<file path="config.mk">
export PLATFORM = sky130hd
export DESIGN_NAME = store_write_buffer
export DESIGN_NICKNAME = d
export VERILOG_FILES = /design/src/rtl/wb_pkg.sv /design/src/rtl/wb_range_overlap.sv /design/src/rtl/store_write_buffer.sv
export SDC_FILE = /design/constraint.sdc
export NUM_CORES = 1
export LEC_CHECK = 0
export BUFFER_PORTS_ARGS = -buffer_cell sky130_fd_sc_hd__buf_4
export CAP_MARGIN = 20
export CORE_MARGIN = 1
export CORE_UTILIZATION = 40
export DETAILED_ROUTE_END_ITERATION = 10
export PLACE_DENSITY = 0.59
export SYNTH_ARGS = -nofsm -noshare
export SYNTH_HDL_FRONTEND = slang
export SYNTH_HIERARCHICAL = 1
export SYNTH_SLANG_ARGS = --single-unit
</file>
<file path="constraint.sdc">
create_clock -name clk -period 12.63 [get_ports clk]
set_input_delay 1.8945 -clock clk [delete_from_list [all_inputs] [get_ports clk]]
set_output_delay 1.8945 -clock clk [all_outputs]
set_load 0.02 [all_outputs]
</file>
<file path="src/rtl/wb_pkg.sv">
// wb_pkg: shared types and helpers for the store write buffer.
//   - store size encodings and the size -> byte-count function
//   - default I/O region tag (addr[17:16])
//   - buffer entry layout {addr, data, nbytes}
package wb_pkg;

   localparam logic [1:0] CNF_BYTE = 2'd0;
   localparam logic [1:0] CNF_HALF = 2'd1;
   localparam logic [1:0] CNF_WORD = 2'd2;
   localparam logic [1:0] CNF_RSVD = 2'd3;  // drained as a word

   localparam logic [1:0] WB_IO_HI = 2'b11;

   typedef struct packed {
      logic [31:0] addr;
      logic [31:0] data;
      logic [2:0]  nbytes;
   } wb_entry_t;

   function automatic logic [2:0] cnf_nbytes(input logic [1:0] cnf);
      case (cnf)
         CNF_BYTE: cnf_nbytes = 3'd1;
         CNF_HALF: cnf_nbytes = 3'd2;
         default:  cnf_nbytes = 3'd4;
      endcase
   endfunction

endpackage

</file>
<file path="src/rtl/wb_range_overlap.sv">
// wb_range_overlap: combinational byte-range intersect test.
//   a, na : first range  [a, a+na-1]
//   b, nb : second range [b, b+nb-1]
//   hit   : ranges share at least one byte
// Ranges are widened to 33 bits so an access near 0xFFFFFFFF does not
// wrap around and alias the bottom of the address space.
module wb_range_overlap (
   input  logic [31:0] a,
   input  logic [2:0]  na,
   input  logic [31:0] b,
   input  logic [2:0]  nb,
   output logic        hit
);

   logic [32:0] a_lo, a_hi, b_lo, b_hi;

   assign a_lo = {1'b0, a};
   assign b_lo = {1'b0, b};
   assign a_hi = a_lo + {30'b0, na} - 33'd1;
   assign b_hi = b_lo + {30'b0, nb} - 33'd1;
   assign hit  = (a_lo <= b_hi) && (b_lo <= a_hi);

endmodule

</file>
<file path="src/rtl/store_write_buffer.sv">
// store_write_buffer: posted-store FIFO between data cache and RAM-bus
// arbiter. Stores are accepted in one cycle and drained byte-serially,
// in program order, onto the 8-bit bus whenever bus_grant is high.
//   push_*  : store from the data cache (push_ready = room available)
//   chk_*   : combinational load hazard query -> chk_conflict
//   bus_*   : byte write request/grant handshake to the arbiter
//   empty   : nothing held; count : entries held
module store_write_buffer
   import wb_pkg::*;
#(
   parameter int         DEPTH = 4,
   parameter logic [1:0] IO_HI = WB_IO_HI
) (
   input  logic                       clk,
   input  logic                       rst,
   input  logic                       push_valid,
   output logic                       push_ready,
   input  logic [31:0]                push_addr,
   input  logic [31:0]                push_data,
   input  logic [1:0]                 push_cnf,
   input  logic                       chk_valid,
   input  logic [31:0]                chk_addr,
   input  logic [1:0]                 chk_cnf,
   output logic                       chk_conflict,
   output logic                       bus_req,
   input  logic                       bus_grant,
   output logic                       bus_wr,
   output logic [31:0]                bus_addr,
   output logic [7:0]                 bus_dout,
   output logic                       empty,
   output logic [$clog2(DEPTH+1)-1:0] count
);

   localparam int PW = $clog2(DEPTH);
   localparam int CW = $clog2(DEPTH+1);

   typedef enum logic {S_IDLE, S_DRAIN} state_t;

   wb_entry_t      mem [DEPTH];
   wb_entry_t      hd;
   logic [PW-1:0]  head, tail;
   logic [CW-1:0]  cnt, cnt_nxt;
   logic [1:0]     byte_idx;
   state_t         state;
   logic           push_fire, last_byte, pop;
   logic [31:0]    byte_sh;
   logic [2:0]     chk_n;
   logic [DEPTH-1:0] ent_vld, ent_hit;

   assign hd         = mem[head];
   assign count      = cnt;
   assign empty      = (cnt == '0);
   // Full check uses the registered count only: a same-cycle pop does
   // not make room for a same-cycle push.
   assign push_ready = (cnt != CW'(DEPTH));
   assign push_fire  = push_valid && push_ready;

   assign bus_req    = (state == S_DRAIN);
   assign bus_wr     = bus_req && bus_grant;
   assign last_byte  = ({1'b0, byte_idx} == hd.nbytes - 3'd1);
   assign pop        = bus_wr && last_byte;
   assign cnt_nxt    = cnt + CW'(push_fire) - CW'(pop);

   assign byte_sh    = hd.data >> {byte_idx, 3'b000};
   assign bus_addr   = bus_req ? hd.addr + {30'b0, byte_idx} : 32'h0;
   assign bus_dout   = bus_req ? byte_sh[7:0] : 8'h00;

   // Entry storage carries no reset; validity comes from head/count.
   always_ff @(posedge clk) begin
      if (push_fire)
         mem[tail] <= '{addr: push_addr, data: push_data,
                        nbytes: cnf_nbytes(push_cnf)};
   end

   always_ff @(posedge clk) begin
      if (rst) begin
         head     <= '0;
         tail     <= '0;
         cnt      <= '0;
         byte_idx <= '0;
         state    <= S_IDLE;
      end else begin
         if (push_fire) tail <= tail + PW'(1);
         if (pop)       head <= head + PW'(1);
         cnt <= cnt_nxt;
         case (state)
            S_IDLE: if (cnt != '0) state <= S_DRAIN;
            S_DRAIN: begin
               if (bus_grant) begin
                  if (last_byte) begin
                     byte_idx <= '0;
                     // Next entry follows with no bubble unless drained out.
                     if (cnt_nxt == '0) state <= S_IDLE;
                  end else begin
                     byte_idx <= byte_idx + 2'd1;
                  end
               end
            end
            default: state <= S_IDLE;
         endcase
      end
   end

   // Hazard check: the head stays valid until its final byte is granted,
   // so a partially written store still blocks overlapping loads.
   assign chk_n = cnf_nbytes(chk_cnf);

   for (genvar i = 0; i < DEPTH; i++) begin : g_ovl
      logic [PW-1:0] off;
      assign off        = PW'(i) - head;
      assign ent_vld[i] = (CW'(off) < cnt);
      wb_range_overlap u_ovl (
         .a  (mem[i].addr),
         .na (mem[i].nbytes),
         .b  (chk_addr),
         .nb (chk_n),
         .hit(ent_hit[i])
      );
   end

   assign chk_conflict = chk_valid &&
                         ((|(ent_hit & ent_vld)) ||
                          ((chk_addr[17:16] == IO_HI) && !empty));

endmodule
</file>
==> metrics.txt, run 1 <==
outcome completed; Worst R2R End bus_req; Top Ports about 150; R2R setup slack 7860 ps; Routed Antenna Nets 0; Initial Util 40.7%; die footprint 79,000 um2; clock buffer depth 3; Setup TNS Final 0 ps; vias in the first global route 24,800; drt first-iter violations 1,575; gr usage total 23.6%; final slew viol count 0; final non-filler cell total 4,500; Core Footprint between 70,000 and 80,000 um2; Startpoint Class primary input; Max Freq 102 MHz; post-synthesis net count between 3,000 and 4,000; Crit path max-delay family compound AO/OA/AOI/OAI gates; Synth Instances roughly 3,300; Worst-Margin Slew 1040 ps; dominant synthesized flop cell edfxtp_1; Resize count post-CTS 0; hold path depth 2; top post-synthesis cells by count 540 x ha_1, 413 x inv_1, 284 x a21oi_1; Vias approximately 26,000; Clk Latency, worst-skew pair about 600 ps; MaxCap Viol Count 0; final hold viol count 0; Routed WL per cell around 21 um; peak supply drop 0.147 mV; vias per cell 5.76; largest stage delay on the critical path 870 ps; CTS tree yes; Final Cycle Share 77.7%; Area Growth Syn to Fin 10.2%; RSZ-0062 raised after global routing no; Syn Area/Cell 9.41 um2; chip height 281 um; post-CTS setup buffers 0; asr flop ratio synth 0%; most instantiated library cell after synthesis ha_1; HP Start bus_req; Ys Warns 6; Post-synth EDFFs 268; die width 281 um; FILL cells 7,573; max_slew headroom 30.0%; crit path time final between 9000 and 10,000 ps; largest cells by area after synthesis edfxtp_1 26%, ha_1 22%, mux4_2 5.3%; WL final about 94,000 um; clock-pin slew on the worst setup and hold paths roughly 60 ps; Post-route DRC 0; Worst Setup Slack post-DPL between 2000 and 3000 ps; post-synthesis sequential area ratio approximately a quarter; RePlAce Congestion about 0.94; Synth top area share 25.8%; Root Buffer clkbuf_16; slowest stage cell, crit path a211oi_1; cell area after synthesis 31,200 um2; Worst setup startpoint chk_cnf[1]; initial antenna violation count 2; Yosys reg bits 280; hpwl dp between 70,000 and 80,000 um; setup ws final 2820 ps; Hold Crit Endpoint bus_req; setup violation total in the final timing report 0; largest net degree at the start of global routing 56; distinct cell type count after synthesis 107; Crit Path Max Fanout 6; Cell Area, Placed around 33,000 um2; first-pass GRT wire length around 140,000 um; port bufs 152; Nets 4,103; critical path arrival 7920 ps; htree depth 1; layout cells sized above 1 between 10% and 20%; clk sinks 280; FP Rows about 100; grt total ovfl 0; Setup CP Type primary input to output pin; Setup crit end kind output pin; CTS Hold Buffers Added 0; Min Hold Slack 528 ps; P per Cell Area 124 nW/um2; Num CTS Buffers 28; Worst Hold Class register to register; Crit path required time 10,740 ps; static leakage 0.0153 uW; clock tree skew after final layout roughly 44 ps; Worst Reg-to-Reg Cells 15; cell area after layout 34,400 um2; DP Cell Count 4,448; top cell type by total area after synthesis edfxtp_1; drt first pass iters 5; CP bufs+invs 4
==> power by group <==
part | total (uW) | switching, uW | internal (uW)
sequential | 1240 | 102 | 1130
combinational | 2200 | 1280 | 924
clock | 837 | 367 | 470
total | 4280 | 1750 | 2530
==> layout by cell type, fill, tap and decap left out, drive strengths merged, types with 17 or more instances in the layout <==
cell / n
a211oi: 45
a21o: 163
a21oi: 290
a31oi: 20
and2: 27
and3: 35
and4: 22
buf: 164
clkbuf: 33
edfxtp: 268
ha: 540
inv: 414
mux4: 75
nand2: 154
nand2b: 34
nand3: 59
nand4: 86
nor2: 159
nor2b: 35
nor3: 44
nor4: 17
o211ai: 26
o21a: 36
o21ai: 176
o21bai: 26
o31ai: 21
or2: 20
xnor2: 116
xor2: 119
==> flip-flops by register name (all words and copies together) (netlist names), named ones only <==
signal,flops
mem,268
tail,2
byte_idx,2
bus_req,1
head,2
count,3
==> worst min-delay path: stages, from the launching register on <==
cell and delay, ps:
dfxtp_1 310, clkinv_1 90, a211oi_1 70
==> through the flow <==
step,power (uW),utilization [%]
after floorplan,2780,-
after global placement,3440,43.7
after detailed placement,3450,43.7
after CTS,4290,44.9
after global routing,4590,44.9
final,4280,44.9
==> layer usage <==
| metal | up-vias | global-route usage, % | part of all wire, % |
|---|---|---|---|
| met5 | - | 0 | 0 |
| li1 | 12700 | - | - |
| met4 | 0 | 7.19 | 3.2 |
| met2 | 645 | 40.3 | 47 |
| met1 | 12500 | 31.4 | 44 |
| met3 | 111 | 2.31 | 5.4 |
==> worst max-delay path by stage <==
stage	end	depth (start not counted)
final	chk_conflict	28
after global routing	chk_conflict	28
after floorplan	chk_conflict	26
after detailed placement	chk_conflict	28
after global placement	chk_conflict	28
after CTS	chk_conflict	28
==> logic make-up (layout without fill, tap and decap cells) <==
logic type | after synthesis | in the layout | synth area share [%]
compound gates | 953 | 953 | 20.5
simple gates | 738 | 738 | 12.4
fa+ha+maj | 550 | 550 | 22.3
buf+inv | 472 | 630 | 5.86
flops | 280 | 280 | 26.6
xor+xnor | 235 | 235 | 6.60
mux | 83 | 83 | 5.70
other cells | 0 | 1 | 0
==> final cells by class <==
cell class | instances | area (um2) | share of cell area, %
diodes | 1 | 2.50 | 0.00728
clock buffers | 33 | 719 | 2.09
clock inverters | 18 | 191 | 0.557
inverters | 415 | 1560 | 4.53
multi-input cells | 2559 | 21100 | 61.3
flip-flops and latches | 280 | 8300 | 24.1
well taps | 1030 | 1290 | 3.75
repair buffers | 164 | 1230 | 3.58
Note: power is estimated with default switching activity, not from simulation.
==> run 2: changes to the inputs <==
--- a/config.mk
+++ b/config.mk
@@ -5,12 +5,13 @@
 export SDC_FILE = /design/constraint.sdc
 export NUM_CORES = 1
 export LEC_CHECK = 0
+export ABC_AREA = 1
 export BUFFER_PORTS_ARGS = -buffer_cell sky130_fd_sc_hd__buf_4
 export CAP_MARGIN = 20
 export CORE_MARGIN = 1
 export CORE_UTILIZATION = 40
 export DETAILED_ROUTE_END_ITERATION = 10
-export PLACE_DENSITY = 0.59
+export PLACE_DENSITY = 0.61
 export SYNTH_ARGS = -nofsm -noshare
 export SYNTH_HDL_FRONTEND = slang
 export SYNTH_HIERARCHICAL = 1
==> constraint.sdc (replaced) <==
create_clock -name clk -period 8.95 [get_ports clk]
set_input_delay 1.3425 -clock clk [delete_from_list [all_inputs] [get_ports clk]]
set_output_delay 1.3425 -clock clk [all_outputs]
set_load 0.02 [all_outputs]
==> run 2 against run 1 <==
Against the previous run: flip-flop and latch count unchanged; synthesized cell count up 40%; critical path depth up 9; hold slack better by 14 ps; count of clock-buffer cells in the layout unchanged; die area up 8.5%; highest routed layer is now met5.
==> metrics.txt, run 2 <==
outcome completed (unchanged); Top Ports 153 (unchanged); FILL cells 8,660 (was 7,573); FP Rows 106 (was 101); clock buffer depth 3 (unchanged); CTS tree yes (unchanged); max reg flops 268 (unchanged); peak supply drop 0.175 mV (was 0.147 mV); Area Growth Syn to Fin 9.71% (was 10.2%); clock tree skew after final layout 53.8 ps (was 44.4 ps); clk sinks 280 (unchanged); Vias 32,200 (was 25,900); crit path time final 7610 ps; slowest stage cell, crit path fa_1 (was a211oi_1); grt total ovfl 0 (unchanged); die width 293 um (was 281 um); chip height 293 um (was 281 um); drt first-iter violations 2,453 (was 1,575); port bufs 152 (unchanged); MaxCap Viol Count 0 (unchanged); Yosys reg bits 280 (unchanged); Worst-Margin Slew 1030 ps (was 1040 ps); post-synthesis net count 5,287 (was 3,966); dominant synthesized flop cell edfxtp_1 (unchanged); initial antenna violation count 5 (was 2); asr flop ratio synth 0% (unchanged); distinct cell type count after synthesis 70 (was 107); drt first pass iters 5 (unchanged); Post-synth EDFFs 268 (unchanged); Setup TNS Final 0 ps (unchanged); HP Start tail[1] (was bus_req); largest cells by area after synthesis edfxtp_1 24%, ha_1 20%, nand2_1 12% (was edfxtp_1 26%, ha_1 22%, mux4_2 5.3%); Startpoint Class primary input (unchanged); RePlAce Congestion 1.01 (was 0.937); Clk Latency, worst-skew pair 610 ps (was 600 ps); static leakage 0.0177 uW (was 0.0153 uW); top post-synthesis cells by count 1,063 x nand2_1, 675 x inv_1, 540 x ha_1 (was 540 x ha_1, 413 x inv_1, 284 x a21oi_1); Root Buffer clkbuf_16 (unchanged); commonest non-fill, non-tap cell in the layout nand2_1 (was ha_1); Setup CP Type primary input to output pin (unchanged); Routed WL per cell 20.2 um (was 20.9 um); Synth top area share 23.8% (was 25.8%); hpwl dp 96,400 um (was 77,100 um); most instantiated library cell after synthesis nand2_1 (was ha_1); P per Cell Area 169 nW/um2 (was 124 nW/um2); Design Power 6260 uW (was 4280 uW); largest net degree at the start of global routing 78 (was 56); WL final 120,000 um (was 94,200 um); first-pass GRT wire length 178,000 um (was 142,000 um); largest stage delay on the critical path 420 ps (was 870 ps); post-synthesis sequential area ratio 24.5% (was 26.6%); critical path arrival 6270 ps (was 7920 ps); CTS Hold Buffers Added 0 (unchanged); Core Footprint 83,700 um2 (was 76,600 um2); Crit path required time 7610 ps (was 10,740 ps); die footprint 85,700 um2 (was 79,000 um2); top cell type by total area after synthesis edfxtp_1 (unchanged); htree depth 1 (unchanged); cell mode on critical path nand2_1; Setup crit end kind output pin (unchanged); Ys Warns 6 (unchanged); Crit Path Max Fanout 6 (unchanged); Resize count post-CTS 0 (unchanged); most frequent cells in the layout 1,063 x nand2_1, 675 x inv_1, 540 x ha_1 (was 540 x ha_1, 413 x inv_1, 284 x a21oi_1); Syn Area/Cell 7.30 um2 (was 9.41 um2); Worst Hold Class register to register (unchanged); final hold viol count 0 (unchanged); post-CTS setup buffers 0 (unchanged); Nets 5,422 (was 4,103); vias per cell 5.43 (was 5.76); setup violation total in the final timing report 0 (unchanged); final slew viol count 0 (unchanged); Routed Antenna Nets 0 (unchanged); gr usage total 27.4% (was 23.6%); Final Cycle Share a little under nine tenths; clock-pin slew on the worst setup and hold paths 70 ps (was 60 ps); vias in the first global route 30,200 (was 24,800); Core Util, Final 44.3% (was 44.9%); Worst setup startpoint chk_cnf[1] (unchanged); Initial Util 40.4% (was 40.7%); layout cells sized above 1 8.58% (was 10.5%); RSZ-0062 raised after global routing no (unchanged); Post-route DRC 0 (unchanged); Synth Instances 4,632 (was 3,311); Top reg by flops mem (unchanged); cell area after synthesis 33,800 um2 (was 31,200 um2); Num CTS Buffers 28 (unchanged); Max Freq 131 MHz; max_slew headroom 31.5% (was 30.0%)
==> run 2: cell count changes in the layout (fill, tap and decap cells not counted), sizes merged, moves of 75 or more <==
cell   previous run  this run
o21ai           176       258
a21oi           290       436
inv             414       693
a21o            163        27
nand3            59       183
nor2            159       479
nand2           154      1116
mux4             75         0
==> run 2: logic make-up after synthesis <==
| kind of cell | after synthesis | synth area share, % |
|---|---|---|
| adder cells (fa/ha/maj) | 550 | 20.6 |
| XOR/XNOR | 237 | 6.14 |
| AO/OA/AOI/OAI | 904 | 16.4 |
| AND/OR/NAND/NOR | 1909 | 23.7 |
| flip-flops | 280 | 24.5 |
| buffers and inverters | 752 | 8.71 |
==> run 2: path summary, 6_finish.rpt <==
| check | to | slack [ps] | cells after the start |
|---|---|---|---|
| worst min register to register | tail[1] | 540 | 2 |
| worst max-delay path | chk_conflict | 1340 | 37 |
| worst min-delay path | tail[1] | 540 | 2 |
| worst max register to register | bus_req | 4980 | 16 |
==> run 2: report_power, final <==
group	total (uW)	internal [uW]	switching (uW)	leakage, uW
clock network	1220	672	547	0.000447
registers	1750	1590	164	0.00256
logic	3290	1160	2130	0.0147
total	6260	3420	2840	0.0177
==> run 2: area by class of cell <==
class                      count  area (um2)  area share (%)
multi-input combinational   3600       22600            61.0
sequential                   280        8290            22.3
inverter                     693        2600            7.02
tap                         1134        1420            3.82
timing repair buffer         164        1230            3.32
clock buffer                  33         719            1.94
clock inverter                19         219           0.590
antenna                        2        5.00          0.0135
==> run 2: routing by layer <==
metal  vias up  global-route usage, %  wire (um)
met5         -                      0         13
met4         2                   8.81       3910
met3       167                   2.41       8890
met2      1075                   44.5      53500
met1     15000                   38.2      53400
li1      15900                      -          -
==> run 2: worst max-delay path, delay by kind of cell <==
family,cells,cell delay [ps]
compound gates,6,1030
fa+ha+maj,4,1180
buf+inv,6,550
simple gates,21,2180
==> run 2: metrics by stage <==
stage	hold WS [ps]	area, um2	setup slack, ps	instances
floorplan	490	33800	2550	4632
global placement	528	36200	1330	5871
detailed placement	533	36200	1370	5871
CTS	544	37100	1360	5923
global route	586	37100	922	5923
finish	543	37100	1340	5925
